<file path="src/rtl/ymux_rr_stage.sv">
// N-channel registered mux stage: fixed-select or round-robin pick of one valid/ready input into a single output register.
// Latency: 1 cycle from input transfer to out_valid; accept-and-reload in the same cycle keeps one word per cycle.
// Backpressure: every in_ready drops while the output register is full and out_ready is low; held data stays stable.
module ymux_rr_stage #(
    parameter int SIZE = 32,
    parameter int N    = 4,
    parameter int SELW = 2
) (
    input  logic              clk,
    input  logic              reset,
    input  logic              mode,
    input  logic [SELW-1:0]   sel,
    input  logic [N-1:0]      in_valid,
    input  logic [N*SIZE-1:0] in_data,
    output logic [N-1:0]      in_ready,
    output logic              out_valid,
    output logic [SIZE-1:0]   out_data,
    output logic [SELW-1:0]   out_chan,
    input  logic              out_ready
);

    logic [SELW-1:0] rr_ptr;
    logic            load_en;
    logic [N-1:0]    grant;
    logic            win_any;
    logic [SELW-1:0] win_idx;
    logic [SIZE-1:0] win_data;
    logic [SELW:0]   scan_sum;
    logic [SELW-1:0] scan_idx;

    assign load_en = !out_valid || out_ready;

    // Grant is forced to zero during reset so no transfer is reported while the
    // output register is being cleared.
    always_comb begin
        grant    = '0;
        win_any  = 1'b0;
        win_idx  = '0;
        scan_sum = '0;
        scan_idx = '0;
        if (!reset && load_en) begin
            if (!mode) begin
                // A sel value with no matching channel simply produces no grant.
                for (int i = 0; i < N; i++) begin
                    if (sel == SELW'(i) && in_valid[i]) begin
                        grant[i] = 1'b1;
                        win_any  = 1'b1;
                        win_idx  = SELW'(i);
                    end
                end
            end else begin
                // Walk channels starting at rr_ptr; rr_ptr < N so one subtraction wraps.
                for (int k = 0; k < N; k++) begin
                    scan_sum = {1'b0, rr_ptr} + (SELW+1)'(k);
                    if (scan_sum >= (SELW+1)'(N)) begin
                        scan_sum = scan_sum - (SELW+1)'(N);
                    end
                    scan_idx = scan_sum[SELW-1:0];
                    if (!win_any && in_valid[scan_idx]) begin
                        grant[scan_idx] = 1'b1;
                        win_any         = 1'b1;
                        win_idx         = scan_idx;
                    end
                end
            end
        end
    end

    // Grant is at most one-hot, so an OR of the gated lanes is the mux.
    always_comb begin
        win_data = '0;
        for (int i = 0; i < N; i++) begin
            if (grant[i]) begin
                win_data = win_data | in_data[i*SIZE +: SIZE];
            end
        end
    end

    assign in_ready = grant;

    always_ff @(posedge clk or posedge reset) begin
        if (reset) begin
            out_valid <= 1'b0;
            out_data  <= '0;
            out_chan  <= '0;
            rr_ptr    <= '0;
        end else begin
            if (win_any) begin
                out_valid <= 1'b1;
                out_data  <= win_data;
                out_chan  <= win_idx;
                if (mode) begin
                    rr_ptr <= (win_idx == SELW'(N-1)) ? '0 : win_idx + SELW'(1);
                end
            end else if (out_ready) begin
                // Data and channel are left as-is after the word drains.
                out_valid <= 1'b0;
            end
        end
    end

endmodule

</file>
<file path="config.mk">
export PLATFORM = sky130hd
export DESIGN_NAME = ymux_rr_stage
export DESIGN_NICKNAME = d
export VERILOG_FILES = /design/src/rtl/ymux_rr_stage.sv
export SDC_FILE = /design/constraint.sdc
export NUM_CORES = 1
export LEC_CHECK = 0
export CAP_MARGIN = 5
export CORE_UTILIZATION = 32
export DETAILED_ROUTE_END_ITERATION = 10
export PLACE_DENSITY = 0.77
export SYNTH_ARGS = -nofsm -noshare
export SYNTH_HDL_FRONTEND = slang
export SYNTH_SLANG_ARGS = --single-unit
</file>
<file path="constraint.sdc">
create_clock -name clk -period 3.5 [get_ports clk]
set_input_delay 0.875 -clock clk [delete_from_list [all_inputs] [get_ports clk]]
set_output_delay 0.875 -clock clk [all_outputs]
set_load 0.02 [all_outputs]
</file>
---- Yosys cells after proc, flatten, opt, wreduce, memory -nomap -nowiden ----
Index checks and enable logic that the tools add are counted.
W data, S select, Z words.
storage, ports and cells
  output and inout bits ................... 39
  register bits after elaboration ......... 37
  input port bits ......................... 138
  word-level logic and storage cells ...... 130
operators by class
  reductions and logical operators ........ 21
  bitwise operators ....................... 6
  multiplexer cells ....................... 75
  add/subtract/negate cells ............... 8
  eq/ne operators ......................... 4
  magnitude comparators ................... 12
operator list
  operator               count
  $mux W32               4
  $or A32 B32 Y32        3
  $mux W4                12
  $mux W2                21
  $mux W1                30
  $logic_and A1 B1 Y1    12
  $lt A2 B3 Y1 const B   4
  $or A4 B4 Y4           3
  $ge A3 B3 Y1 const B   3
  $bmux W1 S2            4
  $demux W1 S2           4
  $ge A2 B1 Y1 const B   4
  $sub A2 B1 Y2 const B  4
  $add A2 B2 Y3 const B  2
  $eq A2 B2 Y1 const B   3
  $logic_not A1 Y1       5
  $add A2 B1 Y3 const B  1
  $ge A2 B3 Y1 const B   1
  $add A2 B1 Y2 const B  1
  $eq A2 B1 Y1 const B   1
  $logic_not A2 Y1       1
  $reduce_and A2 Y1      1
  $reduce_bool A2 Y1     1
  $logic_or A1 B1 Y1     1

---- Depth between registers and ports, before layout ----
  depth after elaboration ................. 31
  depth in mapped cells ................... 11
  mapped depth without buffers ............ 8

---- Least setup slack after synthesis ----
Ideal clock, no wire load.
  path type ............................... reg2out
  from .................................... register rr_ptr[0]
  to ...................................... output port in_ready[1]
  stages on the path, launching flop included .. 10
  data required time ...................... 2.625 ns
  arrival ................................. 2.811 ns
  buffers on the path ..................... 3
  setup slack ............................. -0.186 ns
  cell sequence ........................... dfrtp_1 -> buf_2 -> inv_1 -> ha_1 -> buf_2 -> or3b_1 -> a2111oi_4 -> o21ai_0 -> a311oi_4 -> buf_4
on the way
  cells in the longest elaborated chain, start to end .. 24
  elaborated cells on any way between the ends .. 81
  those cells by class .................... add/sub (7); order compare (12); mux (49); bitwise (3); reduce/logical (10)
RTL lines
  item                                                   RTL line  RTL
  start, declared                                        22        logic [SELW-1:0] rr_ptr;
  start signal, assigned                                 93        rr_ptr <= (win_idx == SELW'(N-1)) ? '0 : win_idx + SELW'(1);
  branches (longest 21 deep; another with $ge A2 B3 Y1)  --
  $mux W4 (*)                                            59        if (!win_any && in_valid[scan_idx]) begin
  $mux W4 (*)                                            42        if (!mode) begin
  $mux W4 (*)                                            41        if (!reset && load_en) begin
  end, declared                                          15        output logic [N-1:0] in_ready,
Mark *: on every way between the ends. The select of a mux whose other input is x is not followed.

---- Final worst setup path ----
  from .................................... input port in_valid[2]
  to ...................................... output port in_ready[3]
on the way
  cells in the longest elaborated chain, start to end .. 20
  elaborated cells on any way between the ends .. 38
  those cells by class .................... mux (29); bitwise (3); reduce/logical (6)
RTL lines
  item                           RTL line  RTL
  start, declared                13        input logic [N-1:0] in_valid,
  $bmux W1 S2                    59
  $mux W1 (not written as such)  59
  $mux W1                        59
  $mux W1                        42
  $mux W1                        41
  $logic_not A1 Y1               59
  $logic_and A1 B1 Y1            59
  $mux W1                        59
  [4 not listed]                 --
  $mux W1                        59
  $mux W1                        42
  $mux W1                        41
  $logic_not A1 Y1               59
  $logic_and A1 B1 Y1            59
  $mux W4 (*)                    59
  $mux W4 (*)                    42
  $mux W4 (*)                    41
Mark *: on every way between the ends. The rest lies on a longest branch, timed or not. The select of a mux whose other input is x is not followed.

==> results.toml <==
[die]
io_pins = 177
die_width_um = 91.9
initial_core_util_pct = 33.3
die_height_um = 91.9
fp-row-count = 32
die_area_um2 = 8450
core_um2 = 7770

[placement]
dp_cells = 572
io_buffer_count = 176
dp_hpwl_um = 7900
dpl-instance-area_um2 = 4670
gp_congestion = 0.871

[synth]
postSynthAreaPerCell_um2 = 9.18
synth_cells = 282
synth.cell_area_um2 = 2590
syn_nets = 427
ys_seq_area_share_pct = 35.8
yosys_most_used_dff = "dfrtp_1"
synthArstFlopShare_pct = 100
yosysWarnings = 0
synth_cell_type_count = 42
synth_edf_count = 0
synth-seq-cells = 37

[global_routing]
grt_antenna_before_repair = 0
grt_pass1_vias = 3127
grt_use_total_pct = 23.7
grt_max_degree = 33
gr-total-overflow = 0
grt_pass1_wl_um = 15800

[cells_and_area]
final_common_cell = "clkdlybuf4s50_1"
finalNonFillerCells = 583
diodes = 0
drive_gt1_share_pct = 17.0
design_area_um2 = 4880
mostFrequentLayoutCells = "clkdlybuf4s50_1, a21oi_1, nor2_1, buf_4, dfrtp_1"
fin_nets = 625
area_growth_pct = 88.7

[timing]
worst-slew-pin-transition_ps = 651
relSlewSlack_pct = 56.1
finClkSkew_ps = 4.44
hold_violations = 0
fmax_mhz = 290
fin_crit_ps = 3450
setup_viol = 0
maxSlewViolCount = 0
rsz0062_at_grt = "yes"
post-route-period-util_pct = 98.5
whs_ps = 528

[detailed_routing]
drc = 0
drtIter0Drc = 204
wl_per_cell_um = 17.7
viasPerCell = 5.37
vias = 3132
drtPass1Iterations = 8
antenna_left = 0
wl_um = 10300

[critical_path]
ff2ff_setup_slack_ps = 560
critPathArrivalTime_ps = 2570
setup.worst_path.start_class = "input port"
crit_path_end_kind = "primary output"
cp_common_cell = "buf_6"
cp_slowest_cell = "mux4_2"
critPathMaxFanout = 4
rr_worst_depth = 11
cp.required_ps = 2620
path_cells = "buf_6 > buf_6 > mux4_2 > buf_6 > nor3b_4 > nand2_1 > a311oi_4 > buf_6"
reg2reg_from = "rr_ptr[1]"
cp_slowest_stage_delay_ps = 480
r2r-end = "out_data[29]"
path_class = "in -> out"

[hold_path]
worst_hold_path.endpoint = "out_chan[0]"
hold_depth = 1
worstHoldStart = "out_chan[0]"
min-delay-path-class = "reg -> reg"

[power]
cellPowerDensity_nw_per_um2 = 522
ir_worst_vdd_mv = 0.237
p_sw_share_pct = 38.3
p_int_uw = 1570
p_seq_share_pct = 24.2
combinationalPowerShare_pct = 57.8
clockPowerShare_pct = 18.0
leakagePower_uw = 0.00191
p_total_uw = 2550
power_switching_uw = 978

[clock_tree]
cts_buffer_depth = 2
cts-root-buf = "clkbuf_8"
path_clk_slew_ps = 80
insertion_delay_ps = 300
tritoncts = "yes"
cts.sinks = 37
htree_levels = 2
ctsHoldBuffers = 0
cts_buffers = 5

[run]
max_cap_viol_count = 0

[outcome]
status = "complete, no violations"
[routing by layer]
metal	GRT usage, %	share of wire, %	vias to the layer above
li1	-	-	1497
met1	27.8	39	1485
met2	42.2	51	130
met3	6.63	8.0	20
met4	6.12	1.9	0
met5	0	0	-
[area by class of cell]
type | count | area (um^2)
repair buffers | 218 | 2080
clock buffers | 5 | 68.8
fillers | 668 | 2890
clock inverters | 3 | 68.8
multi-input cells | 213 | 1590
inverters | 5 | 22.5
flip-flops and latches | 37 | 926
well taps | 102 | 128
[how the worst max path moves through the flow]
stage | start | end | slack, ps | cells past startpoint
after floorplan | rr_ptr[0] | in_ready[1] | -7 | 9
after global placement | in_valid[0] | in_ready[1] | -730 | 6
after detailed placement | in_valid[0] | in_ready[1] | -800 | 6
after CTS | in_valid[2] | in_ready[1] | 2 | 8
after global routing | rr_ptr[0] | in_ready[1] | -30 | 8
final | in_valid[2] | in_ready[3] | 50 | 8
[per-stage QoR]
stage	utilization, %	worst slack (ps)	setup TNS, ps
finish	62.9	51.4	0
global route	62.9	-29.6	-51.6
CTS	62.6	2.28	0
detailed placement	60.1	-796	-8570
global placement	60.1	-735	-7690
floorplan	-	-6.55	-6.55
[cell families (layout without fill, tap and decap cells)]
group	after synthesis	count (layout)	synth area share [%]
AO/OA/AOI/OAI	130	130	37.3
multiplexers	8	8	4.69
AND/OR/NAND/NOR	67	67	12.4
adder cells (fa/ha/maj)	7	7	3.38
XOR/XNOR	1	1	0.339
flip-flops	37	37	35.8
buffers and inverters	32	231	6.09
[cells in the mapped netlist (3+ instances only)]
cell / instances / share of area [%]
a222oi_1: 32 / 12
nor2b_1: 5 / 1.2
ha_1: 7 / 3.4
nor2_1: 38 / 5.5
clkbuf_1: 9 / 1.3
buf_4: 6 / 1.7
mux2_2: 3 / 1.3
buf_2: 12 / 2.3
inv_1: 5 / 0.73
nand2_1: 10 / 1.5
mux4_2: 3 / 2.6
o21ai_0: 8 / 1.5
dfrtp_1: 37 / 36
a221oi_2: 3 / 1.7
a21oi_1: 66 / 13
[power by group through the flow]
| stage | registers, uW | logic, uW | clock network (uW) |
|---|---|---|---|
| finish | 618 | 1470 | 459 |
| global route | 634 | 1570 | 488 |
| CTS | 619 | 1460 | 466 |
| detailed placement | 629 | 1400 | 0 |
| global placement | 623 | 1370 | 0 |
| floorplan | 770 | 594 | 0 |
[state kept, by name (all words and copies together) (netlist names)]
| register | cells |
|---|---|
| out_data | 32 |
| rr_ptr | 2 |
| out_valid | 1 |
| out_chan | 2 |
[timing repair]
item | in CTS | in global routing
resized for setup | 40 | 11
pin swaps | 7 | 4
endpoints found under the hold margin | 0 | 0
cloned | 0 | 0
buffers inserted | 1 | 2
setup endpoints to repair | 4 | 4
[worst max-delay path, delay by kind of cell]
| kind | cells | cell delay, ps |
|---|---|---|
| buf+inv | 4 | 520 |
| mux | 1 | 480 |
| simple gates | 2 | 360 |
| compound gates | 1 | 340 |
(Power assumes the default switching activity.)
